===== src/rtl/stepper_xy_scheduler.sv =====
// Two-axis move sequencer: accepts one X/Y move command, triggers the two
// stepper controllers, waits for both to finish, idles a settle interval and
// then pulses done. An armed axis that never reports working raises a sticky
// error and returns the scheduler to IDLE.
module stepper_xy_scheduler #(
  parameter int STEP_W       = 16,
  parameter int SETTLE_TICKS = 4,
  parameter int ARM_TIMEOUT  = 64
) (
  input  logic              clk,
  input  logic              reset,
  input  logic              clk_en,
  input  logic              cmd_valid,
  output logic              cmd_ready,
  input  logic [STEP_W-1:0] cmd_x_steps,
  input  logic              cmd_x_dir,
  input  logic [STEP_W-1:0] cmd_y_steps,
  input  logic              cmd_y_dir,
  output logic              x_trigger,
  output logic [STEP_W-1:0] x_steps,
  output logic              x_dir,
  input  logic              x_working,
  output logic              y_trigger,
  output logic [STEP_W-1:0] y_steps,
  output logic              y_dir,
  input  logic              y_working,
  output logic              busy,
  output logic              done,
  output logic              error
);

  localparam int SW = $clog2(SETTLE_TICKS + 1);
  localparam int TW = $clog2(ARM_TIMEOUT + 1);

  typedef enum logic [1:0] {IDLE, ARM, RUN, SETTLE} state_t;

  state_t          state, state_n;
  logic            started_x, started_y;
  logic [SW-1:0]   settle_cnt;
  logic [TW-1:0]   tmo_cnt;
  logic            accept, zero_cmd, armed_x, armed_y, go_run, tmo_hit, settle_hit, axes_idle;

  // An axis with a zero count is never armed and never needs to start.
  assign armed_x    = (x_steps != '0);
  assign armed_y    = (y_steps != '0);
  // Working seen this cycle counts as started, so RUN is entered without an extra cycle.
  assign go_run     = (!armed_x || started_x || x_working) && (!armed_y || started_y || y_working);
  assign tmo_hit    = clk_en && (tmo_cnt <= TW'(1));
  assign settle_hit = clk_en && (settle_cnt <= SW'(1));
  assign axes_idle  = !x_working && !y_working;
  assign zero_cmd   = (cmd_x_steps == '0) && (cmd_y_steps == '0);
  assign accept     = cmd_valid && cmd_ready;

  // State register.
  always_ff @(posedge clk) begin
    if (!reset) state <= IDLE;
    else        state <= state_n;
  end

  // Next-state and handshake/status decode.
  always_comb begin
    state_n   = state;
    cmd_ready = 1'b0;
    busy      = 1'b1;
    case (state)
      IDLE: begin
        cmd_ready = 1'b1;
        busy      = 1'b0;
        if (cmd_valid) state_n = zero_cmd ? SETTLE : ARM;
      end
      ARM: begin
        if (go_run)       state_n = RUN;
        else if (tmo_hit) state_n = IDLE;
      end
      RUN:     if (axes_idle) state_n = SETTLE;
      SETTLE:  if (settle_hit) state_n = IDLE;
      default: state_n = IDLE;
    endcase
  end

  // Command latch, triggers, start flags, counters and done/error flags.
  always_ff @(posedge clk) begin
    if (!reset) begin
      x_steps    <= '0;
      y_steps    <= '0;
      x_dir      <= 1'b0;
      y_dir      <= 1'b0;
      x_trigger  <= 1'b0;
      y_trigger  <= 1'b0;
      started_x  <= 1'b0;
      started_y  <= 1'b0;
      settle_cnt <= '0;
      tmo_cnt    <= '0;
      done       <= 1'b0;
      error      <= 1'b0;
    end else begin
      done <= 1'b0;
      case (state)
        IDLE: if (accept) begin
          x_steps    <= cmd_x_steps;
          y_steps    <= cmd_y_steps;
          x_dir      <= cmd_x_dir;
          y_dir      <= cmd_y_dir;
          x_trigger  <= (cmd_x_steps != '0);
          y_trigger  <= (cmd_y_steps != '0);
          started_x  <= 1'b0;
          started_y  <= 1'b0;
          error      <= 1'b0;
          tmo_cnt    <= TW'(ARM_TIMEOUT);
          settle_cnt <= SW'(SETTLE_TICKS);
        end
        ARM: begin
          if (x_working) started_x <= 1'b1;
          if (y_working) started_y <= 1'b1;
          // Held across non-tick cycles; drops the cycle after working is seen.
          x_trigger <= armed_x && !(started_x || x_working);
          y_trigger <= armed_y && !(started_y || y_working);
          if (!go_run) begin
            if (tmo_hit) begin
              error     <= 1'b1;
              x_trigger <= 1'b0;
              y_trigger <= 1'b0;
            end else if (clk_en) begin
              tmo_cnt <= tmo_cnt - TW'(1);
            end
          end
        end
        RUN: begin
          x_trigger <= 1'b0;
          y_trigger <= 1'b0;
          if (axes_idle) settle_cnt <= SW'(SETTLE_TICKS);
        end
        SETTLE: if (clk_en) begin
          if (settle_cnt <= SW'(1)) done <= 1'b1;
          else                      settle_cnt <= settle_cnt - SW'(1);
        end
        default: ;
      endcase
    end
  end

endmodule

===== config.mk =====
export PLATFORM = sky130hd
export DESIGN_NAME = stepper_xy_scheduler
export DESIGN_NICKNAME = d
export VERILOG_FILES = /design/src/rtl/stepper_xy_scheduler.sv
export SDC_FILE = /design/constraint.sdc
export NUM_CORES = 1
export LEC_CHECK = 0
export BUFFER_PORTS_ARGS = -buffer_cell sky130_fd_sc_hd__buf_2
export CAP_MARGIN = 20
export CORE_UTILIZATION = 40
export DETAILED_ROUTE_END_ITERATION = 6
export MAX_ROUTING_LAYER = met4
export PLACE_DENSITY = 0.66
export SYNTH_ARGS = -nofsm -noshare
export SYNTH_HDL_FRONTEND = slang
export SYNTH_SLANG_ARGS = --single-unit

===== constraint.sdc =====
create_clock -name clk -period 2.5 [get_ports clk]
set_clock_uncertainty 0.1 [all_clocks]
set_input_delay 0.25 -clock clk [delete_from_list [all_inputs] [get_ports clk]]
set_output_delay 0.25 -clock clk [all_outputs]
set_load 0.005 [all_outputs]

==> impl_metrics.ini <==
[logic_synthesis]
seq_area_frac_synth_pct = 43.2
ys_types = 48
ys_top_cells_by_area = dfxtp_1 (43%), nand2_1 (12%), a21oi_1 (10%)
yosysWarnings = 0
synthArstFlopShare_pct = 0
yosysTopAreaCell = dfxtp_1
syn_area_um2 = 2410
synth_edf_count = 0
syn_inst = 308
synth.avg_cell_area_um2 = 7.82
synth_seq_cells = 52
syn-num-nets = 356
synth_ff_type = dfxtp_1
synth_top_area_share_pct = 43.2

[min_path]
worst_hold_path_type = input port to register

[place]
place_hpwl_um = 4630
gp_congestion = 0.877
port_buffers = 79

[timing]
finalSetupViolCount = 0
fin_crit_sh_pct = 85.6
tightest_slew_ns = 0.615
rsz0062_at_grt = no
max_freq_ghz = 0.467
slew_headroom_pct = 59.0
slew_violations = 0
finalHoldViolations = 0
fin_setup_tns_ns = 0
post-route-min-period_ns = 2.14

[clocking]
postCtsSetupBuffers = 0
cts.clk_slew.worst_paths_ns = 0.10
cts_resized = 0
clock_sinks = 52
clockRootBuffer = clkbuf_8
clk_latency_ns = 0.30
tritoncts = done
holdBufCountCts = 0
cts_made_buffers = 5
clock_path_buffers = 2
h-tree-depth = 2

[floorplan]
start_util_pct = 42.7
die_w_um = 79.6
core_area_um2 = 5640
rows = 27
fp.dieArea_um2 = 6340
fp.dieH_um = 79.6
io_pins = 80

[power_and_ir_drop]
p_leak_uw = 0.00126
p_clk_share_pct = 16.3
p_total_uw = 2940
p_int_uw = 1750
ir_drop_uv = 522
swShare_pct = 40.4
comb_power_share_pct = 45.2
power-per-cell-area_nw_per_um2 = 990
p_seq_share_pct = 38.5
power_switching_uw = 1190

[cells_and_area]
num-fill-cells = 561
diodes = 0
layout-drive-gt1-share_pct = 26.3
layout.nets = 431
area_growth_pct = 23.2

[detailed_routing]
drcViolationCount = 0
vias = 2434
routed_wl_um = 6200
first_pass_iters = 4
via_per_inst = 5.34
ant_nets = 0
drt-initial-drc-count = 116
routedWlPerCell_um = 13.6

[global_route]
grt-ovfl-total = 0
grt_max_degree = 34
grt_usage_pct = 21.5
grt_pass1_vias = 2323
grt_pass1_wl_um = 10500
antenna_found_initial = 0

[job]
maxCapViolCount = 0

[status]
outcome = finished, final reports clean

[setup_path]
path_cells = or4_4, o31ai_2, a21oi_2, a311o_1, o311a_1
critPathMaxFanout = 6
cp-end-kind = register
worstPathRequired_ns = 2.59
cpPeakStageDelay_ns = 0.59
cp.arrival_ns = 2.23
critPathSlowestCell = or4_4
critPathKind = register to register
start_kind = register
[cells by family after synthesis]
kind of cell | count (synthesis) | synth area share [%]
AOI/OAI and AO/OA | 77 | 19.9
adders and majority gates | 8 | 4.15
DFF | 52 | 43.2
and+or+nand+nor | 140 | 27.1
buffers and inverters | 29 | 4.78
muxes | 2 | 0.831
[worst paths after layout]
check,startpoint,to,slack [ns],cells past startpoint
worst max-delay path,tmo_cnt[2],tmo_cnt[6],0.36,5
worst max register to register,tmo_cnt[2],tmo_cnt[6],0.36,5
worst min register to register,y_dir,y_dir,0.36,2
worst min-delay path,cmd_y_dir,y_dir,0.08,3
[sequential cells by signal, indices dropped and copies added (netlist names)]
name / flops
done: 1
error: 1
settle_cnt: 3
started_x: 1
started_y: 1
state: 2
tmo_cnt: 7
x_dir: 1
x_steps: 16
x_trigger: 1
y_dir: 1
y_steps: 16
y_trigger: 1
[through the flow]
step	setup WS, ns	instance area, µm²	hold slack, ns	util, %	cells
floorplan	0.529	2410	0.281	-	308
global placement	0.453	2880	0.345	51.0	448
detailed placement	0.397	2880	0.351	51.0	448
CTS	0.389	2970	0.0694	52.6	456
global route	0.224	2970	0.0680	52.6	456
finish	0.360	2970	0.0778	52.6	456
[synthesized netlist by cell type (2+ instances only)]
cell	instances
a41oi_1	2
nand2b_1	3
nor4_1	18
inv_1	12
clkbuf_1	13
a21oi_1	48
ha_1	8
nor4b_1	2
nand3_1	2
nor3_1	13
nand3b_1	2
buf_2	2
o21ai_0	5
or2_0	2
o31ai_1	2
mux2i_1	2
dfxtp_1	52
a311oi_1	3
nor2_1	8
nand4_1	3
nand2_1	79
[metal layers]
metal	wire length (µm)	up-vias	share of wire [%]	global-route usage [%]
li1	-	1235	-	-
met1	2960	1124	48	28.0
met2	2900	69	47	34.3
met3	288	6	4.6	3.89
met4	49	0	0.79	5.64
met5	0	-	0	-
[critical path: cells and delay by family, from the launching register on]
| family | cells | cell delay [ns] |
|---|---|---|
| compound gates | 4 | 0.97 |
| simple gates | 1 | 0.59 |
| flops | 1 | 0.37 |
[cells in the final DEF (no fill, tap or decap), drive strengths merged, types with 3 or more instances in the layout]
master  synthesis  final
nand2          80     80
a311oi          3      3
o21ai           7      7
a21oi          49     49
o31ai           3      3
nand2b          3      3
nor3           13     13
nor2            9      9
inv            13     13
dfxtp          52     52
nor4           18     18
ha              8      8
or2             3      3
clkbuf         13      6
nand4           3      3
buf             3     84
[power by group through the flow]
stage	sequential [µW]	combinational, µW	clock, µW
floorplan	1140	908	0
finish	1130	1330	478
CTS	1130	1330	488
global placement	1140	1310	0
global route	1160	1490	531
detailed placement	1150	1320	0
[cell type report]
type | count | area (µm²) | share of cell area (%)
repair buffers | 84 | 445 | 15.0
inverters | 13 | 48.8 | 1.64
clock inverters | 2 | 16.3 | 0.548
flip-flops and latches | 52 | 1040 | 35.1
multi-input cells | 227 | 1250 | 42.2
well taps | 72 | 90.1 | 3.04
clock buffers | 6 | 72.6 | 2.45
Note: power is estimated with default switching activity, not from simulation.
